### src/rtl/parity_frame_rx_if.sv
// Link-side and word-side signals of the XOR-parity frame receiver.
// The master modport is the link sampler/consumer side; the slave modport is the receiver.
interface parity_frame_rx_if #(
    parameter int DATA_W = 8
);
    logic              bit_vld;
    logic              bit_in;
    logic [DATA_W-1:0] data_out;
    logic              data_vld;
    logic              parity_err;
    logic              frame_err;
    logic              busy;

    modport master (
        output bit_vld,
        output bit_in,
        input  data_out,
        input  data_vld,
        input  parity_err,
        input  frame_err,
        input  busy
    );

    modport slave (
        input  bit_vld,
        input  bit_in,
        output data_out,
        output data_vld,
        output parity_err,
        output frame_err,
        output busy
    );
endinterface

### src/rtl/parity_frame_rx.sv
// Receiver for start / DATA_W data bits (LSB first) / XOR parity / stop frames.
// Produces registered one-cycle strobes after the stop bit is sampled.
module parity_frame_rx #(
    parameter int DATA_W     = 8,
    parameter int PARITY_ODD = 0
) (
    input  logic             clk,
    input  logic             rst,
    parity_frame_rx_if.slave bus
);
    localparam int CNT_W = $clog2(DATA_W + 1);
    localparam logic [CNT_W-1:0] LAST_BIT = CNT_W'(DATA_W - 1);
    localparam logic ODD = (PARITY_ODD != 0);

    typedef enum logic [1:0] {
        IDLE,
        DATA,
        PARITY,
        STOP
    } state_t;

    state_t            state_reg, state_next;
    logic [CNT_W-1:0]  cnt_reg, cnt_next;
    logic [DATA_W-1:0] shift_reg, shift_next;
    logic              acc_reg, acc_next;
    logic              perr_reg, perr_next;
    logic [DATA_W-1:0] data_out_reg, data_out_next;
    logic              data_vld_reg, data_vld_next;
    logic              parity_err_reg, parity_err_next;
    logic              frame_err_reg, frame_err_next;

    always_ff @(posedge clk) begin
        if (rst) begin
            state_reg      <= IDLE;
            cnt_reg        <= '0;
            shift_reg      <= '0;
            acc_reg        <= 1'b0;
            perr_reg       <= 1'b0;
            data_out_reg   <= '0;
            data_vld_reg   <= 1'b0;
            parity_err_reg <= 1'b0;
            frame_err_reg  <= 1'b0;
        end else begin
            state_reg      <= state_next;
            cnt_reg        <= cnt_next;
            shift_reg      <= shift_next;
            acc_reg        <= acc_next;
            perr_reg       <= perr_next;
            data_out_reg   <= data_out_next;
            data_vld_reg   <= data_vld_next;
            parity_err_reg <= parity_err_next;
            frame_err_reg  <= frame_err_next;
        end
    end

    always_comb begin
        state_next      = state_reg;
        cnt_next        = cnt_reg;
        shift_next      = shift_reg;
        acc_next        = acc_reg;
        perr_next       = perr_reg;
        data_out_next   = data_out_reg;
        // Strobes always fall back to 0, even on cycles without a qualified bit.
        data_vld_next   = 1'b0;
        parity_err_next = 1'b0;
        frame_err_next  = 1'b0;

        if (bus.bit_vld) begin
            unique case (state_reg)
                IDLE: begin
                    if (!bus.bit_in) begin
                        state_next = DATA;
                        cnt_next   = '0;
                        shift_next = '0;
                        acc_next   = 1'b0;
                    end
                end
                DATA: begin
                    // Counter doubles as the bit position, so bit k lands in data bit k.
                    shift_next[cnt_reg] = bus.bit_in;
                    acc_next            = acc_reg ^ bus.bit_in;
                    cnt_next            = cnt_reg + CNT_W'(1);
                    if (cnt_reg == LAST_BIT) begin
                        state_next = PARITY;
                    end
                end
                PARITY: begin
                    perr_next  = acc_reg ^ bus.bit_in ^ ODD;
                    state_next = STOP;
                end
                STOP: begin
                    if (bus.bit_in) begin
                        data_out_next   = shift_reg;
                        data_vld_next   = 1'b1;
                        parity_err_next = perr_reg;
                    end else begin
                        frame_err_next  = 1'b1;
                    end
                    state_next = IDLE;
                end
                default: state_next = IDLE;
            endcase
        end
    end

    assign bus.data_out   = data_out_reg;
    assign bus.data_vld   = data_vld_reg;
    assign bus.parity_err = parity_err_reg;
    assign bus.frame_err  = frame_err_reg;
    assign bus.busy       = (state_reg != IDLE);
endmodule

### src/flat_wrapper.sv
// flat-port wrapper written by rule: the top's interface ports become plain ports
module parity_frame_rx_flat 
#(
    parameter int DATA_W     = 8,
    parameter int PARITY_ODD = 0
)
  (clk, rst, bus_bit_vld, bus_bit_in, bus_data_out, bus_data_vld, bus_parity_err, bus_frame_err, bus_busy);
  parity_frame_rx_if #(.DATA_W(DATA_W)) bus_i ();
  input  logic clk;
  input  logic rst;
  input wire logic [$bits(bus_i.bit_vld)-1:0] bus_bit_vld;
  input wire logic [$bits(bus_i.bit_in)-1:0] bus_bit_in;
  output wire logic [$bits(bus_i.data_out)-1:0] bus_data_out;
  output wire logic [$bits(bus_i.data_vld)-1:0] bus_data_vld;
  output wire logic [$bits(bus_i.parity_err)-1:0] bus_parity_err;
  output wire logic [$bits(bus_i.frame_err)-1:0] bus_frame_err;
  output wire logic [$bits(bus_i.busy)-1:0] bus_busy;
  assign bus_i.bit_vld = bus_bit_vld;
  assign bus_i.bit_in = bus_bit_in;
  assign bus_data_out = bus_i.data_out;
  assign bus_data_vld = bus_i.data_vld;
  assign bus_parity_err = bus_i.parity_err;
  assign bus_frame_err = bus_i.frame_err;
  assign bus_busy = bus_i.busy;
  parity_frame_rx #(.DATA_W(DATA_W), .PARITY_ODD(PARITY_ODD)) u_core (.clk(clk), .rst(rst), .bus(bus_i));
endmodule
### config.mk
export PLATFORM = sky130hd
export DESIGN_NAME = parity_frame_rx_flat
export DESIGN_NICKNAME = d
export VERILOG_FILES = /design/src/rtl/parity_frame_rx_if.sv /design/src/rtl/parity_frame_rx.sv /design/src/flat_wrapper.sv
export SDC_FILE = /design/constraint.sdc
export NUM_CORES = 1
export LEC_CHECK = 0
export CORE_ASPECT_RATIO = 1.4
export CORE_MARGIN = 5
export CORE_UTILIZATION = 35
export CTS_CLUSTER_DIAMETER = 100
export CTS_CLUSTER_SIZE = 20
export DETAILED_ROUTE_END_ITERATION = 8
export HOLD_SLACK_MARGIN = 0.05
export PLACE_DENSITY_LB_ADDON = 0.05
export SLEW_MARGIN = 0
export SYNTH_ARGS = -nofsm -noshare
export SYNTH_HDL_FRONTEND = slang
export SYNTH_SLANG_ARGS = --single-unit
export TNS_END_PERCENT = 10
### constraint.sdc
create_clock -name clk -period 2.1 [get_ports clk]
set_clock_uncertainty 0.2 [all_clocks]
set_input_delay 0.315 -clock clk [delete_from_list [all_inputs] [get_ports clk]]
set_output_delay 0.315 -clock clk [all_outputs]
set_load 0.01 [all_outputs]
==> flow_metrics.env, run 1 <==
export IMPL_clkTransAtPathRegs_ns=0.09
export IMPL_grt_pass1_vias=1130
export IMPL_grt_max_degree=27
export IMPL_dr_pass1_iters=4
export IMPL_wirelength_mm=2.95
export IMPL_cts_max_path_buffers=2
export IMPL_clk_insertion_delay_late_ns=0.27
export IMPL_root_buffer="clkbuf_8"
export IMPL_avgSynthCellArea_um2=8.39
export IMPL_dp_hpwl_mm=2.23
export IMPL_vias_per_cell=5.15
export IMPL_fmax_ghz=0.517
export IMPL_place_gp_congestion=0.857
export IMPL_grt_overflow=0
export IMPL_setup_violations=0
export IMPL_synth_edff_count=0
export IMPL_layout_common_cells="nand2_1, dfxtp_1, a21oi_1"
export IMPL_drcViolationCount=0
export IMPL_min_period_ns=1.93
export IMPL_rows=26
export IMPL_ant_nets=0
export IMPL_antenna_found_initial=0
export IMPL_rsz0062_at_grt="no"
export IMPL_start_kind="register"
export IMPL_seq_area_frac_synth=0.408
export IMPL_period_share=0.921
export IMPL_synthFlopType="dfxtp_1"
export IMPL_end_kind="register"
export IMPL_r2r_start="u_core.state_reg[1]$_SDFFE_PP0P_"
export IMPL_start_util=0.364
export IMPL_diodes=0
export IMPL_ios=16
export IMPL_die_h_um=82.8
export IMPL_r2r_setup_slack_ns=0.17
export IMPL_tightest_slew_ns=0.408
export IMPL_worstPathRequired_ns=2.11
export IMPL_cap_violations=0
export IMPL_rr_worst_depth=7
export IMPL_async_reset_ff_frac=0
export IMPL_final_common_cell="nand2_1"
export IMPL_fillers=363
export IMPL_cts_buffers=3
export IMPL_grt_pass1_wl_mm=5.08
export IMPL_timing_final_max_slew_violations=0
export IMPL_slowest_delay_ns=0.36
export IMPL_totalPowerFinal_mw=0.971
export IMPL_dieArea_um2=5140
export IMPL_htreeDepth=1
export IMPL_power_leakage_nw=0.584
export IMPL_worstHoldPathCells=2
export IMPL_slew_headroom=0.728
export IMPL_syn_num_nets=170
export IMPL_synth_cell_type_count=37
export IMPL_coreArea_um2=3640
export IMPL_path_max_fanout=14
export IMPL_drive_gt1_frac=0.123
export IMPL_worstHoldStart="u_core.shift_reg[4]$_SDFFE_PP0P_"
export IMPL_via_count=1139
export IMPL_yosysWarnings=0
export IMPL_crit_buf_inv=2
export IMPL_holdPathEnd="u_core.bus.data_out[4]$_SDFFE_PP0P_"
export IMPL_worstSetupPathType="register to register"
export IMPL_grt_usage=0.125
export IMPL_critical_path_top_delay_family="simple AND/OR/NAND/NOR gates"
export IMPL_area_growth_pct=23.0
export IMPL_syn_area_um2=1330
export IMPL_ir_drop_mv=0.318
export IMPL_hold_class="register to register"
export IMPL_port_buffers=15
export IMPL_cp_arrival_ns=1.95
export IMPL_die_width_um=62.0
export IMPL_routedWlPerCell_um=13.4
export IMPL_cts_tree="yes"
export IMPL_dp_cells=217
export IMPL_synthCells=158
export IMPL_cp_cell_sequence="inv_1 -> ha_1 -> and2b_4 -> o21ai_4 -> buf_12 -> or3b_1 -> a21oi_1"
export IMPL_ys_seq_elements=27
export IMPL_slowest_stage="dfxtp_2"
export IMPL_nets=192
export IMPL_r2r_end="u_core.cnt_reg[3]$_SDFFE_PP0P_"
export IMPL_drt_iter0_drc=16
export IMPL_hold_viol=0
export IMPL_status="finished, final reports clean"
export IMPL_power_density_nw_per_um2=595
export IMPL_cts_sinks=27
export IMPL_fin_cells=221
==> cells in the mapped netlist, types with 2 or more instances <==
cell type	number	area share
and3_1	2	0.0094
nor2_1	6	0.017
nor2b_1	4	0.019
inv_1	11	0.031
buf_2	2	0.0075
nand2_1	31	0.088
a21oi_1	21	0.079
nand3_1	2	0.0075
o21ai_0	3	0.011
or3_1	2	0.0094
o32ai_1	7	0.046
dfxtp_1	27	0.41
clkbuf_1	5	0.014
nand2b_1	5	0.024
ha_1	8	0.075
==> per-layer routing <==
metal | share of wire | track usage | up-vias
met3 | 0.032 | 0.0155 | 2
met5 | 0 | 0 | -
met1 | 0.42 | 0.147 | 541
met4 | 0.0078 | 0.0444 | 0
li1 | - | - | 584
met2 | 0.54 | 0.218 | 12
==> where the power goes <==
part	internal, mW	total [mW]	leakage (nW)	switching, mW
clock network	0.136	0.294	0.0228	0.158
registers	0.517	0.522	0.218	0.00423
logic	0.0692	0.156	0.343	0.0865
==> final cells by class <==
class / count / area, um2 / area share
multi-input combinational: 110 / 699 / 0.429
inverter: 11 / 41.3 / 0.0253
clock buffer: 4 / 45.0 / 0.0276
tap: 42 / 52.6 / 0.0322
timing repair buffer: 27 / 251 / 0.154
sequential: 27 / 542 / 0.332
==> per-stage QoR <==
step	utilization	hold WS [ns]	worst slack, ns	area [um2]	TNS, ns
global placement	0.434	0.239	0.0678	1580	0
detailed placement	0.434	0.245	-0.0226	1580	-0.0400
finish	0.448	0.257	0.166	1630	0
global route	0.448	0.274	0.0116	1630	0
floorplan	-	0.231	0.291	1330	0
CTS	0.446	0.259	0.0804	1630	0
==> cells by family (layout without fill, tap and decap cells) <==
logic type | Yosys count | in the layout | share of synthesized area
xor gates and xnor gates | 1 | 1 | 0.00660
buffers and inverters | 21 | 42 | 0.0698
AOI/OAI and AO/OA | 38 | 38 | 0.187
adders and majority gates | 8 | 8 | 0.0755
and+or+nand+nor | 62 | 62 | 0.246
DFF | 27 | 27 | 0.408
muxes | 1 | 1 | 0.00755
==> how the worst max path moves through the flow <==
stage                                                 from                          endpoint  slack (ns)  depth (start not counted)
after global placement                          bus_bit_in    u_core.cnt_reg[3]$_SDFFE_PP0P_        0.07                          6
after detailed placement                        bus_bit_in  u_core.state_reg[1]$_SDFFE_PP0P_       -0.02                          5
after global routing      u_core.state_reg[1]$_SDFFE_PP0P_    u_core.cnt_reg[3]$_SDFFE_PP0P_        0.01                          7
after CTS                 u_core.state_reg[1]$_SDFFE_PP0P_  u_core.state_reg[1]$_SDFFE_PP0P_        0.08                          6
after floorplan           u_core.state_reg[0]$_SDFFE_PP0P_    u_core.cnt_reg[3]$_SDFFE_PP0P_        0.29                          6
final                     u_core.state_reg[1]$_SDFFE_PP0P_    u_core.cnt_reg[3]$_SDFFE_PP0P_        0.17                          7
==> repair_timing <==
action                     4_1_cts  5_1_grt
pin swaps                        0        0
setup buffers                    0        0
gates resized for setup          2        1
setup endpoints to repair        1        2
hold buffers                     0        0
==> tightest hold or removal path, stage by stage (launching register included) <==
cell and delay, ns:
dfxtp_1 0.32, nand2_1 0.05, a21oi_1 0.05
Note: power is estimated with default switching activity, not from simulation.
==> inputs of run 2 (changes only) <==
- CTS_BUF_LIST: default -> sky130_fd_sc_hd__clkbuf_8
- clock period: 2.1 -> 1.85 ns (I/O delays scaled with it)
==> run 2 against run 1 <==
Effect of this change:
- combinational power grew 35%
- die area is the same
- register-to-register slack lost 0.09 ns
- clock power grew 13%
- critical path type unchanged
- largest cell class unchanged
==> flow_metrics.env, run 2 (same netlist as run 1, synthesis figures left out) <==
export IMPL_wirelength_mm=2.86
export IMPL_layout_setup_ws_ns=0.0767
export IMPL_ir_drop_mv=0.394
export IMPL_grt_overflow=0
export IMPL_root_buffer="clkbuf_8"
export IMPL_p_sw_mw=0.295
export IMPL_layout_common_cells="nand2_1, dfxtp_1, a21oi_1, buf_4, clkdlybuf4s50_1"
export IMPL_tightest_slew_ns=0.307
export IMPL_tns_ns=0
export IMPL_final_common_cell="nand2_1"
export IMPL_met3_usage=0.0186
export IMPL_diodes=0
export IMPL_setup_violations=0
export IMPL_multi_input_area_um2=749
export IMPL_htreeDepth=1
export IMPL_path_max_fanout=14
export IMPL_rsz0062_at_grt="yes"
export IMPL_via_count=1151
export IMPL_slew_headroom=0.794
export IMPL_min_period_ns=1.77
export IMPL_hold_class="input port to register"
export IMPL_comb_power_share=0.185
export IMPL_grt_usage=0.121
export IMPL_ant_nets=0
export IMPL_use_met2=0.197
export IMPL_status="finished, final reports clean"
export IMPL_r2r_setup_slack_ns=0.08
export IMPL_place_area_um2=1650
export IMPL_vias_per_cell=4.98
export IMPL_grt_max_degree=27
export IMPL_power_density_nw_per_um2=643
export IMPL_ios=16
export IMPL_drive_gt1_frac=0.217
export IMPL_drcViolationCount=0
export IMPL_port_buffers=15
export IMPL_cts_buffers=3
export IMPL_cts_hold_buf=0
export IMPL_start_kind="register"
export IMPL_dr_pass1_iters=4
export IMPL_worstSetupPathType="register to register"
export IMPL_seq_area_um2=543
export IMPL_start_util=0.364
export IMPL_grt_pass1_vias=1100
export IMPL_dp_hpwl_mm=2.17
export IMPL_clk_insertion_delay_late_ns=0.27
export IMPL_grt_pass1_wl_mm=4.78
export IMPL_busiest_layer="met2"
export IMPL_power_leakage_nw=0.657
export IMPL_cap_violations=0
export IMPL_timing_final_max_slew_violations=0
export IMPL_clkTransAtPathRegs_ns=0.09
export IMPL_p_seq_frac=0.523
export IMPL_worstPathRequired_ns=1.87
export IMPL_coreArea_um2=3640
export IMPL_cp_arrival_ns=1.79
export IMPL_routedWlPerCell_um=12.4
export IMPL_fillers=377
export IMPL_end_kind="register"
export IMPL_post_place_ws_ns=-0.269
export IMPL_area_growth_pct=33.2
export IMPL_dieArea_um2=5140
export IMPL_final_area_um2=1770
export IMPL_pwr_share_clk=0.293
export IMPL_hold_viol=0
export IMPL_antenna_found_initial=0
export IMPL_hold_ws_ns=0.204
export IMPL_swShare=0.260
export IMPL_cts_max_path_buffers=2
export IMPL_drt_iter0_drc=26
export IMPL_p_int_mw=0.841
export IMPL_rows=26
export IMPL_use_met1=0.146
export IMPL_period_share=0.959
export IMPL_nets=202
export IMPL_dp_cells=226
export IMPL_cts_sinks=27
export IMPL_die_h_um=82.8
export IMPL_fmax_ghz=0.564
export IMPL_fin_cells=231
export IMPL_place_gp_congestion=0.869
export IMPL_cts_tree="yes"
export IMPL_die_width_um=62.0
==> run 2: cell count changes in the layout (fill, tap and decap cells not counted), moves of 2 or more <==
cell / delta
ha_4: +2
buf_4: +9
o32ai_2: +2
ha_1: -2
o32ai_1: -2
==> run 2: final timing paths <==
kind | depth (start not counted) | from | end
hold reg to reg | 2 | u_core.bus.data_out[4]$_SDFFE_PP0P_ | u_core.bus.data_out[4]$_SDFFE_PP0P_
setup reg to reg | 7 | u_core.state_reg[1]$_SDFFE_PP0P_ | u_core.cnt_reg[3]$_SDFFE_PP0P_
hold / removal | 2 | bus_bit_in | u_core.bus.frame_err$_SDFF_PP0_
setup / recovery | 7 | u_core.state_reg[1]$_SDFFE_PP0P_ | u_core.cnt_reg[3]$_SDFFE_PP0P_
==> run 2: worst max-delay path, stage by stage (launching register included) <==
cell     delay (ns)
dfxtp_2        0.36
inv_4          0.06
ha_4           0.16
and2b_4        0.26
o21ai_4        0.06
buf_12         0.14
or3b_4         0.37
a21oi_2        0.11
==> run 2: routing by layer <==
layer / vias to the layer above / part of all wire
li1: 598 / -
met1: 529 / 0.44
met2: 19 / 0.50
met3: 5 / 0.036
met4: 0 / 0.021
met5: - / 0
==> run 2: final cells by class <==
cell class / count / area share
Sequential cell: 27 / 0.307
Multi-Input combinational cell: 110 / 0.424
Clock buffer: 3 / 0.0234
Inverter: 11 / 0.0248
Clock inverter: 1 / 0.00212
Tap cell: 42 / 0.0297
Timing Repair Buffer: 37 / 0.188
==> run 2: through the flow <==
step | power (mW) | utilization
6_report | 1.14 | 0.485
5_1_grt | 1.20 | 0.485
4_1_cts | 1.14 | 0.466
3_5_place_dp | 0.797 | 0.452
3_3_place_gp | 0.791 | 0.452
2_1_floorplan | 0.717 | -
==> run 2: power groups by stage <==
stage	logic (mW)	clock network [mW]	registers [mW]
3_3_place_gp	0.187	0	0.605
6_report	0.210	0.333	0.594
5_1_grt	0.231	0.372	0.595
2_1_floorplan	0.111	0	0.606
4_1_cts	0.192	0.355	0.591
3_5_place_dp	0.192	0	0.605
==> run 2: repair_timing <==
item,CTS,global route
hold endpoints to repair,0,0
setup buffers,0,1
pin swaps,0,4
cloned,0,0
setup endpoints to repair,4,10
gates resized for setup,3,15
==> inputs of run 3 (changes only) <==
- HOLD_SLACK_MARGIN: 0.05 -> 0.02
- SKIP_CTS_REPAIR_TIMING: default -> 1
- SKIP_LAST_GASP: default -> 1
==> run 3 against run 2 <==
Effect of this change:
- the flow now finishes with violations (setup timing)
- clock-buffer cell count unchanged
- die area unchanged
- wire length decreased by 0.66%
- first-iteration DRC count decreased by 46%
- worst hold slack improved by 0.052 ns
- global-route usage unchanged
- critical path depth unchanged
- utilization decreased by 1.9 points
- power decreased by 1.7%
- sequential share of layout area increased by 1.1 points
- critical path type unchanged
- highest routed layer unchanged
==> flow_metrics.env, run 3 (same netlist as run 1, synthesis figures left out) <==
export IMPL_hold_ws_ns=0.256
export IMPL_grt_max_degree=27
export IMPL_holdPathEnd="u_core.bus.data_out[4]$_SDFFE_PP0P_"
export IMPL_cts_tree="yes"
export IMPL_grt_pass1_wl_mm=4.79
export IMPL_die_h_um=82.8
export IMPL_grt_usage=0.121
export IMPL_vias_per_cell=4.98
export IMPL_htreeDepth=1
export IMPL_dieArea_um2=5140
export IMPL_dp_hpwl_mm=2.17
export IMPL_crit_buf_inv=2
export IMPL_start_util=0.364
export IMPL_coreArea_um2=3640
export IMPL_r2r_end="u_core.cnt_reg[3]$_SDFFE_PP0P_"
export IMPL_power_leakage_nw=0.640
export IMPL_layout_common_cells="nand2_1, dfxtp_1, a21oi_1"
export IMPL_top_layer_used="met4"
export IMPL_rows=26
export IMPL_critical_path_top_delay_family="simple AND/OR/NAND/NOR gates"
export IMPL_area_growth_pct=28.0
export IMPL_wl_met2_mm=1.39
export IMPL_cts_max_path_buffers=2
export IMPL_grt_pass1_vias=1103
export IMPL_nets=201
export IMPL_fmax_ghz=0.540
export IMPL_worstHoldPathCells=2
export IMPL_r2r_start="u_core.state_reg[0]$_SDFFE_PP0P_"
export IMPL_grt_overflow=0
export IMPL_rsz0062_at_grt="yes"
export IMPL_root_buffer="clkbuf_8"
export IMPL_p_int_mw=0.829
export IMPL_final_common_cell="nand2_1"
export IMPL_antenna_found_initial=0
export IMPL_final_area_um2=1700
export IMPL_clk_insertion_delay_late_ns=0.28
export IMPL_hold_viol=0
export IMPL_swShare=0.258
export IMPL_layout_setup_ws_ns=-0.00182
export IMPL_clkTransAtPathRegs_ns=0.09
export IMPL_ant_nets=0
export IMPL_pwr_share_clk=0.300
export IMPL_die_width_um=62.0
export IMPL_p_seq_frac=0.529
export IMPL_slowest_stage="or3b_1"
export IMPL_wirelength_mm=2.85
export IMPL_power_density_nw_per_um2=658
export IMPL_via_count=1145
export IMPL_diodes=0
export IMPL_slowest_delay_ns=0.35
export IMPL_drcViolationCount=0
export IMPL_r2r_setup_slack_ns=-0.002
export IMPL_wl_met3_um=102
export IMPL_violations="setup timing"
export IMPL_place_area_um2=1650
export IMPL_hold_class="register to register"
export IMPL_p_sw_mw=0.288
export IMPL_place_gp_congestion=0.869
export IMPL_start_kind="register"
export IMPL_drive_gt1_frac=0.160
export IMPL_fin_cells=230
export IMPL_cp_cell_sequence="buf_4 -> ha_1 -> and2b_4 -> o21ai_4 -> buf_12 -> or3b_1 -> a21oi_1"
export IMPL_setup_violations=1
export IMPL_dp_cells=226
export IMPL_path_max_fanout=14
export IMPL_routedWlPerCell_um=12.4
export IMPL_slew_headroom=0.814
export IMPL_ios=16
export IMPL_min_period_ns=1.85
export IMPL_worstPathRequired_ns=1.87
export IMPL_port_buffers=15
export IMPL_tns_ns=-0.00182
export IMPL_comb_power_share=0.171
export IMPL_drt_iter0_drc=14
export IMPL_end_kind="register"
export IMPL_fillers=379
export IMPL_period_share=1.00
export IMPL_rr_worst_depth=7
export IMPL_worstHoldStart="u_core.bus.data_out[4]$_SDFFE_PP0P_"
export IMPL_ir_drop_mv=0.396
export IMPL_cts_buffers=3
export IMPL_tightest_slew_ns=0.279
export IMPL_timing_final_max_slew_violations=0
export IMPL_cts_sinks=27
export IMPL_wl_met1_mm=1.29
export IMPL_status="finished, violations left"
export IMPL_totalPowerFinal_mw=1.12
export IMPL_dr_pass1_iters=4
export IMPL_cap_violations=0
export IMPL_worstSetupPathType="register to register"
export IMPL_cp_arrival_ns=1.87
run 3: cell types whose count changed in the layout (fill, tap and decap cells not counted), sizes merged:
cell           delta
clkdlybuf4s50     +1
buf               -1
dlygate4sd2       -1
run 3: worst max path at each step:
stage                                        to                              from  cells after the start
2_1_floorplan    u_core.cnt_reg[3]$_SDFFE_PP0P_  u_core.state_reg[0]$_SDFFE_PP0P_                      6
3_3_place_gp     u_core.cnt_reg[3]$_SDFFE_PP0P_                        bus_bit_in                      6
3_5_place_dp     u_core.cnt_reg[3]$_SDFFE_PP0P_                        bus_bit_in                      6
4_1_cts                                bus_busy  u_core.state_reg[1]$_SDFFE_PP0P_                      4
5_1_grt        u_core.shift_reg[0]$_SDFFE_PP0P_  u_core.state_reg[1]$_SDFFE_PP0P_                      6
6_report         u_core.cnt_reg[3]$_SDFFE_PP0P_  u_core.state_reg[0]$_SDFFE_PP0P_                      7
run 3: final cells by class:
class	instances	area, um2	area share
Multi-Input combinational cell	110	696	0.410
Sequential cell	27	541	0.318
Timing Repair Buffer	36	323	0.190
Tap cell	42	52.6	0.0310
Clock buffer	3	41.3	0.0243
Inverter	11	41.3	0.0243
Clock inverter	1	3.75	0.00221
run 3: power groups by stage:
stage / logic, mW / clock network [mW] / registers, mW
after detailed placement: 0.192 / 0 / 0.605
after global routing: 0.211 / 0.372 / 0.593
after CTS: 0.192 / 0.355 / 0.591
after global placement: 0.187 / 0 / 0.605
final: 0.191 / 0.335 / 0.591
after floorplan: 0.111 / 0 / 0.606
run 3: metrics by stage:
step / utilization / worst slack, ns
2_1_floorplan: - / 0.0415
3_3_place_gp: 0.452 / -0.233
3_5_place_dp: 0.452 / -0.269
4_1_cts: 0.465 / -0.207
5_1_grt: 0.466 / -0.152
6_report: 0.466 / -0.00182
run 3: layer usage:
layer / up-vias / global-route usage
met2: 18 / 0.197
li1: 597 / -
met5: - / 0
met3: 5 / 0.0186
met1: 525 / 0.146
met4: 0 / 0.0637
run 3: worst reg2reg max path, cell delays in order, from the launching register on:
cell     delay (ns)
dfxtp_1        0.34
buf_4          0.13
ha_1           0.24
and2b_4        0.20
o21ai_4        0.06
buf_12         0.14
or3b_1         0.35
a21oi_1        0.14
